==> config.mk <==
export PLATFORM = sky130hd
export DESIGN_NAME = ir_ctrl_flat
export DESIGN_NICKNAME = d
export VERILOG_FILES = /design/src/rtl/ir_ctrl_if.sv /design/src/rtl/ir_ctrl.sv /design/src/flat_wrapper.sv
export SDC_FILE = /design/constraint.sdc
export NUM_CORES = 1
export LEC_CHECK = 0
export BUFFER_PORTS_ARGS = -buffer_cell sky130_fd_sc_hd__buf_2
export CAP_MARGIN = 20
export CORE_ASPECT_RATIO = 0.9
export CORE_MARGIN = 8
export CORE_UTILIZATION = 40
export DETAILED_ROUTE_END_ITERATION = 16
export HOLD_SLACK_MARGIN = 0.15
export PLACE_DENSITY = 0.75
export REMOVE_ABC_BUFFERS = 1
export SLEW_MARGIN = 20
export SYNTH_ARGS = -nofsm -noshare
export SYNTH_HDL_FRONTEND = slang
export SYNTH_SLANG_ARGS = --single-unit
==> constraint.sdc <==
create_clock -name pclk -period 2.32 [get_ports pclk]
set_input_delay 0.464 -clock pclk [delete_from_list [all_inputs] [get_ports pclk]]
set_output_delay 0.464 -clock pclk [all_outputs]
set_load 0.02 [all_outputs]
==> src/rtl/ir_ctrl_if.sv <==
// Bus between the instruction register control
// and the PC, instruction memory, ALU and data memory.
interface ir_ctrl_if;
  logic [4:0] adpc;
  logic [7:0] imem_data;
  logic       acc_zero;
  logic       resume;
  logic [4:0] adir;
  logic       ldpc;
  logic [7:0] ir;
  logic [2:0] opcode;
  logic [4:0] operand;
  logic       exec_valid;
  logic       acc_ld;
  logic       mem_wr;
  logic       halted;

  modport master (
    output adpc, imem_data, acc_zero, resume,
    input  adir, ldpc, ir, opcode, operand,
    input  exec_valid, acc_ld, mem_wr, halted
  );

  modport slave (
    input  adpc, imem_data, acc_zero, resume,
    output adir, ldpc, ir, opcode, operand,
    output exec_valid, acc_ld, mem_wr, halted
  );
endinterface

==> src/rtl/ir_ctrl.sv <==
// Instruction register and sequencing control:
// latches fetches, squashes wrong-path slots, drives PC loads.
module ir_ctrl (
  input logic     pclk,
  input logic     rst,
  ir_ctrl_if.slave bus
);
  localparam logic [2:0] OP_HLT = 3'b000;
  localparam logic [2:0] OP_SKZ = 3'b001;
  localparam logic [2:0] OP_ADD = 3'b010;
  localparam logic [2:0] OP_AND = 3'b011;
  localparam logic [2:0] OP_XOR = 3'b100;
  localparam logic [2:0] OP_LDA = 3'b101;
  localparam logic [2:0] OP_STO = 3'b110;
  localparam logic [2:0] OP_JMP = 3'b111;

  typedef enum logic {
    RUN    = 1'b0,
    HALTED = 1'b1
  } state_t;

  state_t     state;
  logic [7:0] ir_q;
  logic       ev_q;
  logic [4:0] halt_addr;

  logic [2:0] op;
  logic       live;
  logic       is_jmp;
  logic       is_hlt;
  logic       is_skz_t;
  logic       squash;
  logic       ldpc_c;
  logic [4:0] adir_c;

  assign op       = ir_q[7:5];
  assign live     = ev_q && (state == RUN);
  assign is_jmp   = live && (op == OP_JMP);
  assign is_hlt   = live && (op == OP_HLT);
  assign is_skz_t = live && (op == OP_SKZ)
                    && bus.acc_zero;
  assign squash   = is_jmp || is_hlt || is_skz_t;

  // PC load select: halt hold, jump, or halt entry
  always_comb begin
    ldpc_c = 1'b0;
    adir_c = '0;
    unique case (1'b1)
      (state == HALTED): begin
        ldpc_c = !bus.resume;
        adir_c = bus.resume ? 5'd0 : halt_addr;
      end
      is_jmp: begin
        ldpc_c = 1'b1;
        adir_c = ir_q[4:0];
      end
      is_hlt: begin
        ldpc_c = 1'b1;
        adir_c = bus.adpc;
      end
      default: ;
    endcase
  end

  // Fetch latch, squash tracking and run/halt sequencing
  always_ff @(posedge pclk or negedge rst) begin
    if (!rst) begin
      state     <= RUN;
      ir_q      <= '0;
      ev_q      <= 1'b0;
      halt_addr <= '0;
    end else begin
      unique case (state)
        RUN: begin
          ir_q <= bus.imem_data;
          ev_q <= !squash;
          if (is_hlt) begin
            halt_addr <= bus.adpc;
            state     <= HALTED;
          end
        end
        HALTED: begin
          if (bus.resume) begin
            ir_q  <= bus.imem_data;
            ev_q  <= 1'b1;
            state <= RUN;
          end else begin
            ev_q <= 1'b0;
          end
        end
      endcase
    end
  end

  assign bus.ir         = ir_q;
  assign bus.opcode     = op;
  assign bus.operand    = ir_q[4:0];
  assign bus.exec_valid = ev_q;
  assign bus.halted     = (state == HALTED);
  assign bus.ldpc       = ldpc_c;
  assign bus.adir       = adir_c;
  assign bus.acc_ld     = live &&
                          ((op == OP_ADD) ||
                           (op == OP_AND) ||
                           (op == OP_XOR) ||
                           (op == OP_LDA));
  assign bus.mem_wr     = live && (op == OP_STO);
endmodule

==> src/flat_wrapper.sv <==
// flat-port wrapper written by rule: the top's interface ports become plain ports
module ir_ctrl_flat 
  (pclk, rst, bus_adpc, bus_imem_data, bus_acc_zero, bus_resume, bus_adir, bus_ldpc, bus_ir, bus_opcode, bus_operand, bus_exec_valid, bus_acc_ld, bus_mem_wr, bus_halted);
  ir_ctrl_if bus_i ();
  input logic pclk;
  input logic rst;
  input wire logic [$bits(bus_i.adpc)-1:0] bus_adpc;
  input wire logic [$bits(bus_i.imem_data)-1:0] bus_imem_data;
  input wire logic [$bits(bus_i.acc_zero)-1:0] bus_acc_zero;
  input wire logic [$bits(bus_i.resume)-1:0] bus_resume;
  output wire logic [$bits(bus_i.adir)-1:0] bus_adir;
  output wire logic [$bits(bus_i.ldpc)-1:0] bus_ldpc;
  output wire logic [$bits(bus_i.ir)-1:0] bus_ir;
  output wire logic [$bits(bus_i.opcode)-1:0] bus_opcode;
  output wire logic [$bits(bus_i.operand)-1:0] bus_operand;
  output wire logic [$bits(bus_i.exec_valid)-1:0] bus_exec_valid;
  output wire logic [$bits(bus_i.acc_ld)-1:0] bus_acc_ld;
  output wire logic [$bits(bus_i.mem_wr)-1:0] bus_mem_wr;
  output wire logic [$bits(bus_i.halted)-1:0] bus_halted;
  assign bus_i.adpc = bus_adpc;
  assign bus_i.imem_data = bus_imem_data;
  assign bus_i.acc_zero = bus_acc_zero;
  assign bus_i.resume = bus_resume;
  assign bus_adir = bus_i.adir;
  assign bus_ldpc = bus_i.ldpc;
  assign bus_ir = bus_i.ir;
  assign bus_opcode = bus_i.opcode;
  assign bus_operand = bus_i.operand;
  assign bus_exec_valid = bus_i.exec_valid;
  assign bus_acc_ld = bus_i.acc_ld;
  assign bus_mem_wr = bus_i.mem_wr;
  assign bus_halted = bus_i.halted;
  ir_ctrl u_core (.pclk(pclk), .rst(rst), .bus(bus_i));
endmodule
==> run metrics, run 1 <==
die width 62.4 um; initial DRC count 22; vias in the first global route 725; Yosys cell types 21; total grt overflow 0; RR Endpoint u_core.halt_addr[1]$_DFFE_PN0P_; worst hold path depth 3; GP Congestion 0.718; Post-Synth Adder-Cell Area 0%; hold path endpoint u_core.bus.ir[2]$_DFFE_PN0N_; Mapped Area 774 sq um; Max Slew Vio Count 0; Worst Hold Launch bus_imem_data[2]; clock insertion delay at the later pin of the skew report 290 ps; Placed Cells 139; Fmax 0.479 GHz; slowest stage delay, CP 490 ps; WHS 364 ps; Crit Path Class flip-flop to output pin; critical path's slowest cell dfrtp_1; Peak VDD IR 366 uV; most frequent cells in the layout buf_2 (42), nand2_1 (26), dfrtp_1 (15); setup TNS 0 ps; Remaining DRCs 0; CP required 1860 ps; slew margin rel. 70.3%; min cycle time layout 2090 ps; post-synthesis cell count 82; sequential area share after synthesis 48.5%; ANT cells 0; Port Buffers 42; ratio of cells with drive above 1 in the final layout 45.4%; first-pass GRT wire length 3.23 mm; largest family of logic cells by synthesized area simple AND/OR/NAND/NOR gates; worst reg-to-reg setup slack 1000 ps; Final ANT Viol Nets 0; pwr dens 973 nW/um^2; pin count of the biggest net entering global routing 16; area delta synth->final 27.1%; Setup Buffers After CTS 0; Total Power 0.958 mW; H-Tree Depth 1; status completed; #FFs+latches synth 15; Synth Warn # 0; clock sinks 15; critical path's top delay family simple AND/OR/NAND/NOR gates; area of the core 1880 sq um; Pleak 0.572 nW; Syn Area/Cell 9.45 sq um; most common cell after layout, fill and taps aside buf_2; r2r startpoint u_core.bus.ir[7]$_DFFE_PN0N_; MaxCap Viol Count 0; initial antenna violation count 0; Vias per Instance 4.76; mux contribution to synthesized area 0%; crit-path max FO 8; Initial Util 41.3%; Root Buffer clkbuf_4; routed len/inst 13.4 um; Critical Path End Type output pin; simple-gate share of the synthesized area 27.1%; clk slew on worst S/H paths 90 ps; Slew @ Worst Pin 446 ps; Non-Filler Instances 144; Final Routed Wirelength 1.94 mm; Buf/Inv on CP 1; I/O pin cnt 43; RSZ-0062 raised after global routing no; TritonRoute pass-1 iters 3; # rows 15; Global Route Usage Sum 11.1%; skew final 4.12 ps; Die Ht 57.7 um; Post-Synth XOR/XNOR Area 1.13%; Worst Setup Start Kind flip-flop; Arrival @ worst endpoint 1630 ps; Longest Clk Path Bufs 2; Vias 685; final setup vio count 0; worst-case reg-to-reg path depth 3; DP HPWL 1.53 mm; CP Cell Sequence nor3_4 -> and3_1 -> a221o_1 -> buf_2; CTS tree yes; DIE AREA 3600 sq um; Synth Area in Compound Gates 14.4%; Inserted Clock Buffers 3; final hold viol count 0; Hold Path Class input port to flip-flop; crit share post-route 90.0%; final net count 137
==> kinds of logic after synthesis <==
group                     after synthesis
DFF                                    15
AOI/OAI and AO/OA                      13
and+or+nand+nor                        43
xor gates and xnor gates                1
buffers and inverters                  10
==> cell type report <==
class                           instances  area (sq um)
Timing Repair Buffer                   43           220
Fill cell                             194           892
Clock inverter                          1          5.00
Multi-Input combinational cell         57           330
Sequential cell                        15           375
Clock buffer                            3          22.5
Tap cell                               25          31.3
==> tightest hold or removal path, delay by kind of cell <==
| family | cells | cell delay, ps |
|---|---|---|
| simple gates | 2 | 90 |
| buf+inv | 1 | 70 |
==> cells in the mapped netlist <==
library cell / instances / share of area [%]
and2b_1: 1 / 0.97
o31ai_1: 1 / 0.97
nor3_4: 1 / 2.1
nor2_2: 1 / 0.81
nand3_1: 1 / 0.65
a21o_2: 5 / 5.7
buf_2: 1 / 0.65
xnor2_1: 1 / 1.1
nand2_1: 26 / 13
nand2_2: 1 / 0.81
buf_4: 8 / 7.8
dfrtp_1: 15 / 48
and3_1: 5 / 4.0
clkbuf_1: 1 / 0.48
nor2_1: 1 / 0.48
nand2b_1: 2 / 1.6
nor2b_1: 3 / 2.4
o21ai_1: 1 / 0.65
a221o_1: 5 / 6.5
a21oi_1: 1 / 0.65
nor3_1: 1 / 0.65
==> per-layer routing <==
metal	global-route usage, %	share of wire [%]
met3	4.04	8.1
met2	19.3	47
met1	10.5	41
met5	0	0
met4	8.77	3.2
==> power by group <==
part	leakage (nW)	internal (mW)	switching, mW
logic	0.374	0.160	0.246
registers	0.180	0.336	0.0624
clock network	0.0177	0.0641	0.0883
total	0.572	0.561	0.397
==> state kept, by name, indices dropped and copies added (netlist names) <==
signal / flops
u_core.bus.exec_valid: 1
u_core.halt_addr: 5
u_core.bus.ir: 8
u_core.bus.halted: 1
==> worst max path at each step <==
| stage | from | to | slack (ps) | cells past startpoint |
|---|---|---|---|---|
| after global routing | u_core.bus.ir[7]$_DFFE_PN0N_ | bus_adir[4] | 120 | 4 |
| final | u_core.bus.ir[7]$_DFFE_PN0N_ | bus_adir[2] | 230 | 4 |
| after detailed placement | bus_resume | bus_adir[3] | 440 | 4 |
| after CTS | u_core.bus.ir[7]$_DFFE_PN0N_ | bus_adir[2] | 230 | 4 |
| after global placement | bus_resume | bus_adir[4] | 470 | 4 |
| after floorplan | u_core.bus.ir[7]$_DFFE_PN0N_ | bus_ldpc | 470 | 3 |
==> through the flow <==
step           util [%]  setup WS, ps  instance area (sq um)
3_5_place_dp       50.5           439                    947
2_1_floorplan         -           466                    706
6_report           52.5           231                    985
5_1_grt            52.5           122                    985
4_1_cts            52.5           228                    985
3_3_place_gp       50.5           469                    947
==> timing repair <==
| item | CTS | global route |
|---|---|---|
| resized for setup | 0 | 0 |
| endpoints found under the hold margin | 15 | 0 |
| hold buffers | 1 | 0 |
No activity file was read; power rests on OpenSTA's default activity.
==> run 2, diff against run 1 <==
- CORE_MARGIN: 8 -> 3
- GPL_TIMING_DRIVEN: not set -> 0
- PLACE_DENSITY: 0.75 -> not set
- PLACE_DENSITY_LB_ADDON: not set -> 0.08
==> run 2 against run 1 <==
  * Core utilization grew 3.6 points
  * Design area shrank 0.25%
  * Cell count decreased by 0.69%
  * Global-route usage is 4.9 points higher
  * Maximum frequency down 0.40%
  * Sequential power about the same
  * Register-to-register slack got worse by 40 ps
  * Worst setup slack got worse by 8.3 ps
==> run metrics, run 2 (synthesis gave the netlist of run 1 again) <==
max reg flops 8; Longest Clk Path Bufs 2; min cycle time layout 2100 ps; Vias per Instance 4.78; slowest stage delay, CP 420 ps; Post-CTS Resized 0; initial antenna violation count 0; worst reg-to-reg setup slack 960 ps; RSZ-0062 raised after global routing no; hold_buf cts 1; Worst Setup Start Kind flip-flop; vias in the first global route 621; Max Slew Vio Count 0; Initial Util 44.2%; ratio of cells with drive above 1 in the final layout 44.5%; clk slew on worst S/H paths 90 ps; Pleak 0.569 nW; most frequent cells in the layout buf_2 (42), nand2_1 (26), dfrtp_1 (15); critical path's slowest cell dfrtp_1; Hold Path Class input port to flip-flop; Final ANT Viol Nets 0; Fmax 0.477 GHz; area of the core 1750 sq um; Remaining DRCs 0; crit-path max FO 7; I/O pin cnt 43; clock sinks 15; post-route cell area 982 sq um; CP Cell Sequence nor2b_1 -> and3_1 -> a221o_1 -> buf_2; skew final 0.908 ps; Final Util 56.1%; Global Route Usage Sum 16.0%; setup TNS 0 ps; total grt overflow 0; TritonRoute pass-1 iters 4; initial DRC count 3; GP Congestion 0.721; H-Tree Depth 1; most common cell after layout, fill and taps aside buf_2; die width 52.4 um; Critical Path End Type output pin; Fill cells 175; DP HPWL 1.27 mm; final hold viol count 0; Peak VDD IR 465 uV; Total Power 0.952 mW; routed len/inst 12.3 um; Port Buffers 42; pin count of the biggest net entering global routing 16; Crit Path Class flip-flop to output pin; Non-Filler Instances 143; final setup vio count 0; Inserted Clock Buffers 3; pwr dens 969 nW/um^2; status completed; Setup Buffers After CTS 0; slew margin rel. 67.8%; MaxCap Viol Count 0; Final Routed Wirelength 1.76 mm; CTS tree yes; Buf/Inv on CP 1; crit share post-route 90.4%; Arrival @ worst endpoint 1630 ps; Root Buffer clkbuf_4; Placed Cells 138; critical path's top delay family simple AND/OR/NAND/NOR gates; # rows 14; final net count 137; clock insertion delay at the later pin of the skew report 280 ps; CP required 1860 ps; Vias 684; ANT cells 0; Die Ht 47.7 um; first-pass GRT wire length 2.84 mm; Slew @ Worst Pin 482 ps; DIE AREA 2500 sq um; placed standard-cell area 946 sq um; area delta synth->final 26.8%
[run 2: cell count changes in the layout (fill, tap and decap cells not counted)]
cell,previous run,this run
clkbuf_1,0,1
clkinv_2,1,0
[run 2: power breakdown]
| group | internal, mW | leakage [nW] | switching (mW) |
|---|---|---|---|
| Combinational | 0.160 | 0.374 | 0.245 |
| Clock | 0.0666 | 0.0150 | 0.0814 |
| Sequential | 0.336 | 0.180 | 0.0621 |
| Total | 0.563 | 0.569 | 0.389 |
[run 2: per-stage QoR]
| stage | setup WS [ps] | hold slack [ps] |
|---|---|---|
| final | 223 | 373 |
| after global routing | 62.4 | 365 |
| after CTS | 197 | 366 |
| after detailed placement | 396 | 391 |
| after global placement | 377 | 390 |
| after floorplan | 466 | 168 |
[run 2: path summary, 6_finish.rpt]
check	start	to	cells after the start
worst min-delay path	bus_imem_data[3]	u_core.bus.ir[3]$_DFFE_PN0N_	3
worst max register to register	u_core.bus.halted$_DFF_PN0_	u_core.halt_addr[3]$_DFFE_PN0P_	3
worst max-delay path	u_core.bus.halted$_DFF_PN0_	bus_adir[1]	4
min in group asynchronous	rst	u_core.bus.halted$_DFF_PN0_	2
max in group asynchronous	rst	u_core.halt_addr[1]$_DFFE_PN0P_	2
worst min register to register	u_core.halt_addr[3]$_DFFE_PN0P_	u_core.halt_addr[3]$_DFFE_PN0P_	1
[run 2: final cells by class]
type                    count  area [sq um]  area share [%]
flip-flops and latches     15           375            38.2
multi-input cells          57           330            33.6
repair buffers             43           220            22.4
well taps                  24          30.0            3.06
clock buffers               4          26.3            2.68
[run 2: worst min-delay path: stages]
cell and delay (ps):
buf_2 70, nand2_1 40, nand2_1 50
[run 2: per-layer routing]
layer  global-route usage, %  vias to the layer above  part of all wire [%]
li1                        -                      343                     -
met1                    21.1                      313                    42
met2                    26.2                       26                    48
met3                    3.43                        2                   8.5
met4                    6.12                        0                  0.68
met5                       0                        -                     0
